### src/rtl/if_prefetch_unit_pkg.sv
// Shared constants and the buffered fetch record for the instruction prefetch unit.
// Defaults here seed the parameters of the interface and the top level.
package if_prefetch_unit_pkg;

  localparam int          DEF_XLEN     = 32;
  localparam int          DEF_ILEN     = 32;
  localparam int          DEF_DEPTH    = 4;
  localparam logic [63:0] DEF_RESET_PC = 64'h0;
  localparam int          DEF_PC_STEP  = 4;

  typedef struct packed {
    logic [DEF_XLEN-1:0] pc;
    logic [DEF_ILEN-1:0] inst;
  } entry_t;

  // Occupancy must represent 0..DEPTH inclusive.
  function automatic int occ_width(input int depth);
    return $clog2(depth) + 1;
  endfunction

endpackage

### src/rtl/if_prefetch_unit_if.sv
// Fetch-side bundle: instruction memory port, decode handshake, redirect and occupancy.
// master = prefetch unit, slave = surrounding pipeline/memory.
interface if_prefetch_unit_if #(
  parameter int XLEN  = if_prefetch_unit_pkg::DEF_XLEN,
  parameter int ILEN  = if_prefetch_unit_pkg::DEF_ILEN,
  parameter int DEPTH = if_prefetch_unit_pkg::DEF_DEPTH
) ();
  import if_prefetch_unit_pkg::*;

  logic                        imem_req;
  logic [XLEN-1:0]             imem_addr;
  logic [ILEN-1:0]             imem_rdata;
  logic                        out_valid;
  logic                        out_ready;
  logic [ILEN-1:0]             out_inst;
  logic [XLEN-1:0]             out_pc;
  logic                        redirect;
  logic [XLEN-1:0]             redirect_pc;
  logic [occ_width(DEPTH)-1:0] occupancy;

  modport master (
    output imem_req, imem_addr, out_valid, out_inst, out_pc, occupancy,
    input  imem_rdata, out_ready, redirect, redirect_pc
  );

  modport slave (
    input  imem_req, imem_addr, out_valid, out_inst, out_pc, occupancy,
    output imem_rdata, out_ready, redirect, redirect_pc
  );

endinterface

### src/rtl/pipe_fifo.sv
// Generic synchronous FIFO, registered storage, combinational head; push-to-head latency 1 cycle.
// Push while full is dropped unless a pop frees the slot on the same edge; flush empties in one cycle.
module pipe_fifo #(
  parameter int WIDTH = 8,
  parameter int DEPTH = 4
) (
  input  logic                   clk,
  input  logic                   reset,
  input  logic                   flush,
  input  logic                   push,
  input  logic [WIDTH-1:0]       push_dat,
  input  logic                   pop,
  output logic [WIDTH-1:0]       head_dat,
  output logic                   empty,
  output logic [$clog2(DEPTH):0] count
);

  localparam int AW = $clog2(DEPTH);
  localparam logic [AW:0] FULL_CNT = DEPTH[AW:0];

  logic [WIDTH-1:0] mem [DEPTH];
  logic [AW-1:0]    rd_ptr;
  logic [AW-1:0]    wr_ptr;
  logic             full;
  logic             do_push;
  logic             do_pop;

  assign empty    = (count == '0);
  assign full     = (count == FULL_CNT);
  assign do_pop   = pop && !empty;
  assign do_push  = push && (!full || do_pop);
  assign head_dat = mem[rd_ptr];

  // DEPTH is a power of two, so pointers wrap by natural overflow.
  always_ff @(posedge clk) begin
    if (reset || flush) begin
      rd_ptr <= '0;
      wr_ptr <= '0;
      count  <= '0;
    end else begin
      if (do_push) wr_ptr <= wr_ptr + AW'(1);
      if (do_pop)  rd_ptr <= rd_ptr + AW'(1);
      if (do_push && !do_pop)      count <= count + (AW+1)'(1);
      else if (!do_push && do_pop) count <= count - (AW+1)'(1);
    end
  end

  always_ff @(posedge clk) begin
    if (do_push) mem[wr_ptr] <= push_dat;
  end

endmodule

### src/rtl/if_prefetch_unit.sv
// Sequential instruction prefetcher: request N, data N+1, out_valid N+2; one instruction/cycle sustained.
// Requests stop once buffered + in-flight entries reach DEPTH; redirect/reset flush and drop the in-flight response.
module if_prefetch_unit #(
  parameter int              XLEN     = if_prefetch_unit_pkg::DEF_XLEN,
  parameter int              ILEN     = if_prefetch_unit_pkg::DEF_ILEN,
  parameter int              DEPTH    = if_prefetch_unit_pkg::DEF_DEPTH,
  parameter logic [XLEN-1:0] RESET_PC = XLEN'(if_prefetch_unit_pkg::DEF_RESET_PC),
  parameter int              PC_STEP  = if_prefetch_unit_pkg::DEF_PC_STEP
) (
  input logic                clk,
  input logic                reset,
  if_prefetch_unit_if.master bus
);
  import if_prefetch_unit_pkg::*;

  localparam int              CW         = occ_width(DEPTH);
  localparam logic [CW:0]     DEPTH_W    = DEPTH[CW:0];
  localparam logic [XLEN-1:0] STEP       = XLEN'(PC_STEP);
  localparam logic [XLEN-1:0] ALIGN_MASK = ~(STEP - XLEN'(1));

  typedef struct packed {
    logic [XLEN-1:0] pc;
    logic [ILEN-1:0] inst;
  } slot_t;

  logic [XLEN-1:0] fetch_pc;
  logic [XLEN-1:0] inflight_pc;
  logic            inflight;
  logic            req;
  logic            kill;
  logic            push;
  logic            pop;
  logic            fifo_empty;
  logic [CW-1:0]   occ;
  logic [CW:0]     reserved;
  slot_t           push_slot;
  slot_t           head_slot;

  // An in-flight request already owns a buffer slot, so it counts against DEPTH.
  assign reserved = {1'b0, occ} + {{CW{1'b0}}, inflight};
  assign kill     = reset || bus.redirect;
  assign req      = !kill && (reserved < DEPTH_W);

  // The response landing in a redirect/reset cycle belongs to the abandoned stream.
  assign push      = inflight && !kill;
  assign push_slot = '{pc: inflight_pc, inst: bus.imem_rdata};
  assign pop       = !fifo_empty && bus.out_ready;

  assign bus.imem_req  = req;
  assign bus.imem_addr = fetch_pc;
  assign bus.out_valid = !fifo_empty;
  assign bus.out_pc    = head_slot.pc;
  assign bus.out_inst  = head_slot.inst;
  assign bus.occupancy = occ;

  always_ff @(posedge clk) begin
    if (reset) begin
      fetch_pc    <= RESET_PC;
      inflight    <= 1'b0;
      inflight_pc <= RESET_PC;
    end else if (bus.redirect) begin
      fetch_pc <= bus.redirect_pc & ALIGN_MASK;
      inflight <= 1'b0;
    end else begin
      inflight <= req;
      if (req) begin
        inflight_pc <= fetch_pc;
        fetch_pc    <= fetch_pc + STEP;
      end
    end
  end

  pipe_fifo #(
    .WIDTH ($bits(slot_t)),
    .DEPTH (DEPTH)
  ) u_buf (
    .clk      (clk),
    .reset    (reset),
    .flush    (bus.redirect),
    .push     (push),
    .push_dat (push_slot),
    .pop      (pop),
    .head_dat (head_slot),
    .empty    (fifo_empty),
    .count    (occ)
  );

endmodule

### src/flat_wrapper.sv
// flat-port wrapper written by rule: the top's interface ports become plain ports
module if_prefetch_unit_flat import if_prefetch_unit_pkg::*;
#(
  parameter int              XLEN     = if_prefetch_unit_pkg::DEF_XLEN,
  parameter int              ILEN     = if_prefetch_unit_pkg::DEF_ILEN,
  parameter int              DEPTH    = if_prefetch_unit_pkg::DEF_DEPTH,
  parameter logic [XLEN-1:0] RESET_PC = XLEN'(if_prefetch_unit_pkg::DEF_RESET_PC),
  parameter int              PC_STEP  = if_prefetch_unit_pkg::DEF_PC_STEP
)
  (clk, reset, bus_imem_req, bus_imem_addr, bus_out_valid, bus_out_inst, bus_out_pc, bus_occupancy, bus_imem_rdata, bus_out_ready, bus_redirect, bus_redirect_pc);
  if_prefetch_unit_if #(.XLEN(XLEN), .ILEN(ILEN), .DEPTH(DEPTH)) bus_i ();
  input logic clk;
  input logic reset;
  output wire logic [$bits(bus_i.imem_req)-1:0] bus_imem_req;
  output wire logic [$bits(bus_i.imem_addr)-1:0] bus_imem_addr;
  output wire logic [$bits(bus_i.out_valid)-1:0] bus_out_valid;
  output wire logic [$bits(bus_i.out_inst)-1:0] bus_out_inst;
  output wire logic [$bits(bus_i.out_pc)-1:0] bus_out_pc;
  output wire logic [$bits(bus_i.occupancy)-1:0] bus_occupancy;
  input wire logic [$bits(bus_i.imem_rdata)-1:0] bus_imem_rdata;
  input wire logic [$bits(bus_i.out_ready)-1:0] bus_out_ready;
  input wire logic [$bits(bus_i.redirect)-1:0] bus_redirect;
  input wire logic [$bits(bus_i.redirect_pc)-1:0] bus_redirect_pc;
  assign bus_imem_req = bus_i.imem_req;
  assign bus_imem_addr = bus_i.imem_addr;
  assign bus_out_valid = bus_i.out_valid;
  assign bus_out_inst = bus_i.out_inst;
  assign bus_out_pc = bus_i.out_pc;
  assign bus_occupancy = bus_i.occupancy;
  assign bus_i.imem_rdata = bus_imem_rdata;
  assign bus_i.out_ready = bus_out_ready;
  assign bus_i.redirect = bus_redirect;
  assign bus_i.redirect_pc = bus_redirect_pc;
  if_prefetch_unit #(.XLEN(XLEN), .ILEN(ILEN), .DEPTH(DEPTH), .RESET_PC(RESET_PC), .PC_STEP(PC_STEP)) u_core (.clk(clk), .reset(reset), .bus(bus_i));
endmodule
### config.mk
export PLATFORM = sky130hd
export DESIGN_NAME = if_prefetch_unit_flat
export DESIGN_NICKNAME = d
export VERILOG_FILES = /design/src/rtl/if_prefetch_unit_pkg.sv /design/src/rtl/if_prefetch_unit_if.sv /design/src/rtl/pipe_fifo.sv /design/src/rtl/if_prefetch_unit.sv /design/src/flat_wrapper.sv
export SDC_FILE = /design/constraint.sdc
export NUM_CORES = 1
export LEC_CHECK = 0
export BUFFER_PORTS_ARGS = -buffer_cell sky130_fd_sc_hd__buf_2
export CAP_MARGIN = 10
export CORE_AREA = 8 8 145 214
export CTS_CLUSTER_DIAMETER = 30
export DETAILED_ROUTE_END_ITERATION = 8
export DIE_AREA = 0 0 153 222
export PLACE_DENSITY_LB_ADDON = 0.1
export SETUP_SLACK_MARGIN = 0.05
export SLEW_MARGIN = 10
export SYNTH_ARGS = -nofsm -noshare
export SYNTH_HDL_FRONTEND = slang
export SYNTH_SLANG_ARGS = --single-unit
### constraint.sdc
create_clock -name clk -period 9.15 [get_ports clk]
set_clock_uncertainty 0.1 [all_clocks]
set_input_delay 1.3725 -clock clk [delete_from_list [all_inputs] [get_ports clk]]
set_output_delay 1.3725 -clock clk [all_outputs]
set_load 0.02 [all_outputs]
==> impl_metrics.csv, run 1 <==
group,metric,value,unit
synthesis,synth_top_cell_by_area,"edfxtp_1",
sta,tightest_slew,1.00,ns
sta,finalCriticalPeriod,5.01,ns
worst_setup_path,worstPathRequired,7.68,ns
synthesis,synthCells,749,
layout,drive_gt1_share,34.3,%
global_routing,grt.met2_usage,29.3,%
clocking,clock-sinks,318,
worst_setup_path,cp_cell_sequence,"buf_2 -> buf_4 -> nor2_1 -> nand2_1 -> buf_4 -> inv_1 -> buf_4 -> buf_2",
global_routing,antenna_found_initial,0,
sta,rsz0062_at_grt,"no",
power_and_ir_drop,p_leak,5.22,nW
drt,drtPass1Iterations,5,
clocking,postCtsSetupRepairBufs,0,
synthesis,synth_top_area_share,60.5,%
power_and_ir_drop,p_int,2.77,mW
power_and_ir_drop,vdd_drop_max,0.000119,V
power_and_ir_drop,p_switching,802,uW
die,dieArea,34000,sq um
sta,finalMaxSlewViolations,0,
clocking,h-tree-depth,2,
clocking,cts_resized,0,
synthesis,synth_area,12300,sq um
sta,hold_viol,0,
global_routing,top_usage_layer,"met2",
drt,ant_nets,0,
place,place_ws,4.15,ns
worst_setup_path,critical_path_class,"in2out",
power_and_ir_drop,p_comb_share,3.7,%
synthesis,synth_ff_type,"edfxtp_1",
die,rows,75,
synthesis,synth_xor_area_share,0.782,%
clocking,ctsHoldBuffers,0,
die,core,27900,sq um
global_routing,use_met3,4.49,%
place,post-dp-hpwl,17500,um
power_and_ir_drop,pwr-share-clk,51.5,%
clocking,clkTransAtPathRegs,0.05,ns
layout,area_growth,22.6,%
run,maxCapViolations,0,
clocking,cts_made_buffers,47,
worst_setup_path,crit_arrival,3.54,ns
global_routing,overflow,0,
synthesis,synth_simple_gate_area_share,8.16,%
worst_setup_path,cpMostUsedCell,"buf_4",
layout,layout.nets,998,
drt,wl,28300,um
drt,vias_per_cell,5.54,
synthesis,yosys-top-cells-area,"edfxtp_1 60%, dfxtp_1 11%, mux4_2 11%",
outcome,status,"finished clean",
worst_setup_path,cp-end-kind,"output pin",
worst_setup_path,max_stage_delay,0.54,ns
layout,diodes,0,
synthesis,yosys-top-cells-count,"248 x edfxtp_1, 88 x nand2_1, 70 x dfxtp_1",
worst_setup_path,cpMaxStageDelayCell,"buf_4",
clocking,cts-root-buf,"clkbuf_16",
place,gp_congestion,0.858,
die,ios,169,
drt,drtIter0Drc,502,
synthesis,synth_compound_area_share,4.99,%
clocking,cts.path.max_buffers,3,
sta,relSlewSlack,33.3,%
sta,setup_ws,4.14,ns
drt,vias,7242,
worst_setup_path,crit_fanout,64,
synthesis,avgSynthCellArea,16.4,sq um
drt,route.detailed.drc,0,
power_and_ir_drop,p_per_area,236,nW/um^2
synthesis,muxShareOfSynthArea,11.6,%
sta,finalCritPeriodShare,54.8,%
synthesis,synth_cell_types,54,
clocking,cts_tree,"done",
power_and_ir_drop,switching_share,22.5,%
worst_hold_path,min_path_type,"reg2reg",
sta,finalSetupViolCount,0,
die,die_h,222,um
synthesis,synth_warnings,0,
sta,clock.fmax,0.200,GHz
global_routing,grt_pass1_vias,7797,
synthesis,synthAdderAreaFrac,0.772,%
drt,drt-wirelength-per-cell,21.6,um
clocking,clkLatencyLatePin,0.54,ns
die,initial_utilization,44.2,%
synthesis,synthArstFlopShare,0,%
worst_setup_path,worstSetupStartpointType,"input pin",
global_routing,track_usage,16.6,%
synthesis,synth_edf_count,248,
synthesis,yosysMostFrequentCell,"edfxtp_1",
die,die_width,153,um
global_routing,grt.met1_usage,19.1,%
place,io_buffers,162,
global_routing,grt_start_max_net_pins,65,
synthesis,synth_top_family_by_area,"multiplexers",
synthesis,ys_seq_area_share,71.8,%
synthesis,synth_seq_cells,318,
global_routing,grt_pass1_wl,44000,um
power_and_ir_drop,seqPwrFrac,44.8,%
sta,finalSetupTns,0,ns
-- routing by layer --
metal	routed length, um	part of all wire [%]
met5	0	0
met2	14600	52
met1	11300	40
met4	573	2.0
met3	1790	6.3
-- per-stage QoR --
stage	cells	power, mW	utilization (%)	hold slack [ns]	area [sq um]
final	1307	3.57	54.2	0.396	15100
after detailed placement	1220	1.76	48.2	0.394	13400
after global placement	1220	1.76	48.2	0.371	13400
after global routing	1307	3.68	54.2	0.417	15100
after CTS	1307	3.61	54.2	0.403	15100
after floorplan	752	1.70	-	0.360	12300
-- state kept, by name, indices dropped and copies added, names as in the netlist, named ones only --
register,flops
u_core.u_buf.mem,248
u_core.bus.imem_addr,30
u_core.inflight_pc,30
u_core.u_buf.count,3
u_core.u_buf.rd_ptr,2
u_core.u_buf.wr_ptr,2
u_core.inflight,1
-- area by class of cell --
class,instances,area [sq um]
multi-input combinational,380,3260
tap,346,433
clock buffer,51,1230
timing repair buffer,167,848
clock inverter,36,433
sequential,318,8860
fill,2311,12800
inverter,9,33.8
-- final timing paths --
path | start | to | slack [ns] | depth (start not counted)
worst max-delay path | reset | bus_imem_req | 4.14 | 8
worst min register to register | u_core.inflight_pc[23] | u_core.inflight_pc[23] | 0.40 | 2
worst min-delay path | u_core.inflight_pc[23] | u_core.inflight_pc[23] | 0.40 | 2
worst max register to register | u_core.u_buf.count[2] | u_core.u_buf.count[2] | 6.43 | 9
-- cells in the final DEF, fill, tap and decap left out, types with 4 or more instances in the layout --
cell type   count
clkinv_8        4
inv_1           8
a31oi_1         6
or4_1          13
buf_2         162
nor2_1         30
a211oi_1        5
inv_6           6
o31ai_1         9
edfxtp_1      248
nor4_1          6
nand4_1        11
a21oi_1        36
clkinvlp_4      9
clkbuf_16      49
and2_4          4
mux4_2         62
dfxtp_1        68
conb_1          4
a311oi_1       11
nand3_1        16
and4_1          4
buf_4           5
o21ai_0         4
bufinv_16       5
ha_1            6
o311ai_0        6
or3_1           9
clkinv_4        7
xor2_1          6
xnor2_1         5
nand2_1        88
-- kinds of logic after synthesis --
| kind of cell | after synthesis |
|---|---|
| AND/OR/NAND/NOR | 202 |
| XOR/XNOR | 11 |
| AO/OA/AOI/OAI | 91 |
| buffers and inverters | 54 |
| adder cells (fa/ha/maj) | 7 |
| other | 1 |
| flip-flops | 318 |
| multiplexers | 65 |
-- power groups by stage --
stage                     clock network (mW)  logic [mW]  registers, mW
after global routing                    1.93       0.144           1.60
after floorplan                            0      0.0711           1.63
after CTS                               1.87       0.134           1.60
final                                   1.84       0.132           1.60
after detailed placement                   0       0.133           1.63
after global placement                     0       0.129           1.63
-- critical path, delay by kind of cell --
| family | cells | cell delay [ns] |
|---|---|---|
| buffers and inverters | 6 | 1.78 |
| AND/OR/NAND/NOR | 2 | 0.31 |
Power figures use the tool's default switching activity.
==> run 2, diff against run 1 <==
clock period = 4.4 ns   (was 9.15 ns; I/O delays follow)
==> run 2 against run 1 <==
Critical endpoint is now bus_out_pc[12]. Flip-flop and latch count stayed put. Sequential share of layout area is 0.43 points lower. Routed wire length is 0.61% higher.
==> impl_metrics.csv, run 2 (synthesis gave the netlist of run 1 again) <==
group,metric,value,unit
outcome,status,"finished clean",
place,gp_congestion,0.853,
sta,finalSetupTns,0,ns
power_and_ir_drop,vdd_drop_max,0.000255,V
global_routing,track_usage,16.9,%
place,io_buffers,162,
clocking,cts.path.max_buffers,3,
layout,fill_cells,2266,
worst_setup_path,r2r_end,"u_core.u_buf.count[2]",
worst_setup_path,worstSetupStartpointType,"flop",
die,ios,169,
worst_setup_path,worstPathRequired,3.64,ns
sta,finalCriticalPeriod,3.32,ns
sta,holdWs,0.243,ns
sta,rsz0062_at_grt,"no",
power_and_ir_drop,p_comb_share,3.7,%
layout,drive_gt1_share,34.7,%
clocking,clock-sinks,318,
worst_setup_path,r2r_slack,1.68,ns
worst_hold_path,min_path_type,"in2reg",
layout,largest_reg_flops,248,
drt,ant_nets,0,
global_routing,grt_pass1_wl,45100,um
place,post-dp-hpwl,18500,um
worst_setup_path,r2r_cells,9,
worst_setup_path,reg2reg_from,"u_core.u_buf.count[2]",
worst_setup_path,crit_fanout,40,
layout,regMostFlops,"u_core.u_buf.mem",
place,place_ws,1.37,ns
sta,finalCritPeriodShare,75.4,%
power_and_ir_drop,p_int,5.80,mW
sta,setup_ws,1.08,ns
clocking,cts-root-buf,"clkbuf_16",
die,dieArea,34000,sq um
sta,finalSetupViolCount,0,
run,maxCapViolations,0,
power_and_ir_drop,switching_share,21.4,%
drt,vias,7371,
clocking,clkLatencyLatePin,0.53,ns
sta,hold_viol,0,
layout,diodes,0,
drt,drtPass1Iterations,5,
worst_setup_path,crit_arrival,2.56,ns
global_routing,overflow,0,
layout,final_util,54.6,%
drt,drt-wirelength-per-cell,21.6,um
sta,clock.fmax,0.301,GHz
clocking,h-tree-depth,2,
die,die_width,153,um
drt,vias_per_cell,5.60,
clocking,cts_made_buffers,45,
sta,relSlewSlack,36.2,%
power_and_ir_drop,p_leak,5.31,nW
die,rows,75,
clocking,cts_tree,"done",
clocking,ctsHoldBuffers,0,
power_and_ir_drop,seqPwrFrac,45.1,%
layout,layout.nets,1010,
worst_hold_path,min_to,"u_core.u_buf.mem[1][25]",
power_and_ir_drop,p_per_area,485,nW/um^2
global_routing,antenna_found_initial,0,
power_and_ir_drop,p_switching,1.58,mW
global_routing,grt_pass1_vias,7932,
die,core,27900,sq um
die,die_h,222,um
clocking,clkTransAtPathRegs,0.06,ns
layout,final_common_cell,"edfxtp_1",
sta,tightest_slew,0.958,ns
drt,drtIter0Drc,403,
sta,finalMaxSlewViolations,0,
layout,final_cell_mix,"248 x edfxtp_1, 162 x buf_2, 88 x nand2_1",
place,place_inst,1234,
layout,area_growth,23.5,%
die,initial_utilization,44.2,%
global_routing,grt_start_max_net_pins,64,
worst_hold_path,min_from,"bus_imem_rdata[25]",
layout,layoutNonFillerInstCount,1316,
worst_setup_path,critical_path_class,"reg2out",
drt,wl,28400,um
clocking,postCtsSetupRepairBufs,0,
worst_hold_path,whs_path_depth,1,
worst_setup_path,cp-end-kind,"output pin",
clocking,cts_resized,0,
power_and_ir_drop,pwr-share-clk,51.2,%
drt,route.detailed.drc,0,
## run 2: changes by cell type in the layout (fill, tap and decap cells not counted), sizes merged
cell	change
buf	+14
bufinv	+2
clkbuf	-2
clkinvlp	-5
## run 2: power by group through the flow
stage          sequential (mW)  clock [mW]  combinational [mW]
2_1_floorplan             3.39           0               0.148
3_3_place_gp              3.39           0               0.273
3_5_place_dp              3.39           0               0.279
4_1_cts                   3.33        3.85               0.280
5_1_grt                   3.33        3.98               0.302
6_report                  3.33        3.78               0.276
## run 2: per-layer routing
| metal | vias to the layer above | wire length (um) | track usage (%) |
|---|---|---|---|
| li1 | 3362 | - | - |
| met1 | 3692 | 11300 | 19.9 |
| met2 | 263 | 14500 | 29.4 |
| met3 | 54 | 1890 | 4.66 |
| met4 | 0 | 695 | 5.80 |
| met5 | - | 0 | 0 |
## run 2: area by class of cell
class | count | area, sq um | area share, %
tap | 346 | 433 | 2.85
multi-input combinational | 380 | 3260 | 21.4
clock inverter | 33 | 418 | 2.75
sequential | 318 | 8860 | 58.2
timing repair buffer | 181 | 1000 | 6.60
clock buffer | 49 | 1200 | 7.92
inverter | 9 | 33.8 | 0.222
## run 2: worst max-delay path by stage
stage / startpoint / endpoint / slack, ns / cells after the start
finish: flop / bus_out_pc[12] / 1.08 / 3
global route: flop / bus_out_pc[12] / 0.86 / 3
CTS: flop / bus_out_pc[12] / 0.93 / 3
detailed placement: bus_redirect / u_core.u_buf.count[2] / 1.37 / 9
global placement: bus_redirect / u_core.u_buf.count[2] / 1.42 / 9
floorplan: reset / u_core.u_buf.mem[0][0] / 0.83 / 5
## run 2: worst max-delay path: stages (launching register included)
cell and delay [ns]:
dfxtp_4 0.91, buf_12 0.31, mux4_2 0.57, buf_2 0.19
## run 2: per-stage QoR
stage | power, mW | instance area (sq um)
2_1_floorplan | 3.54 | 12300
3_3_place_gp | 3.66 | 13600
3_5_place_dp | 3.67 | 13600
4_1_cts | 7.46 | 15200
5_1_grt | 7.62 | 15200
6_report | 7.38 | 15200
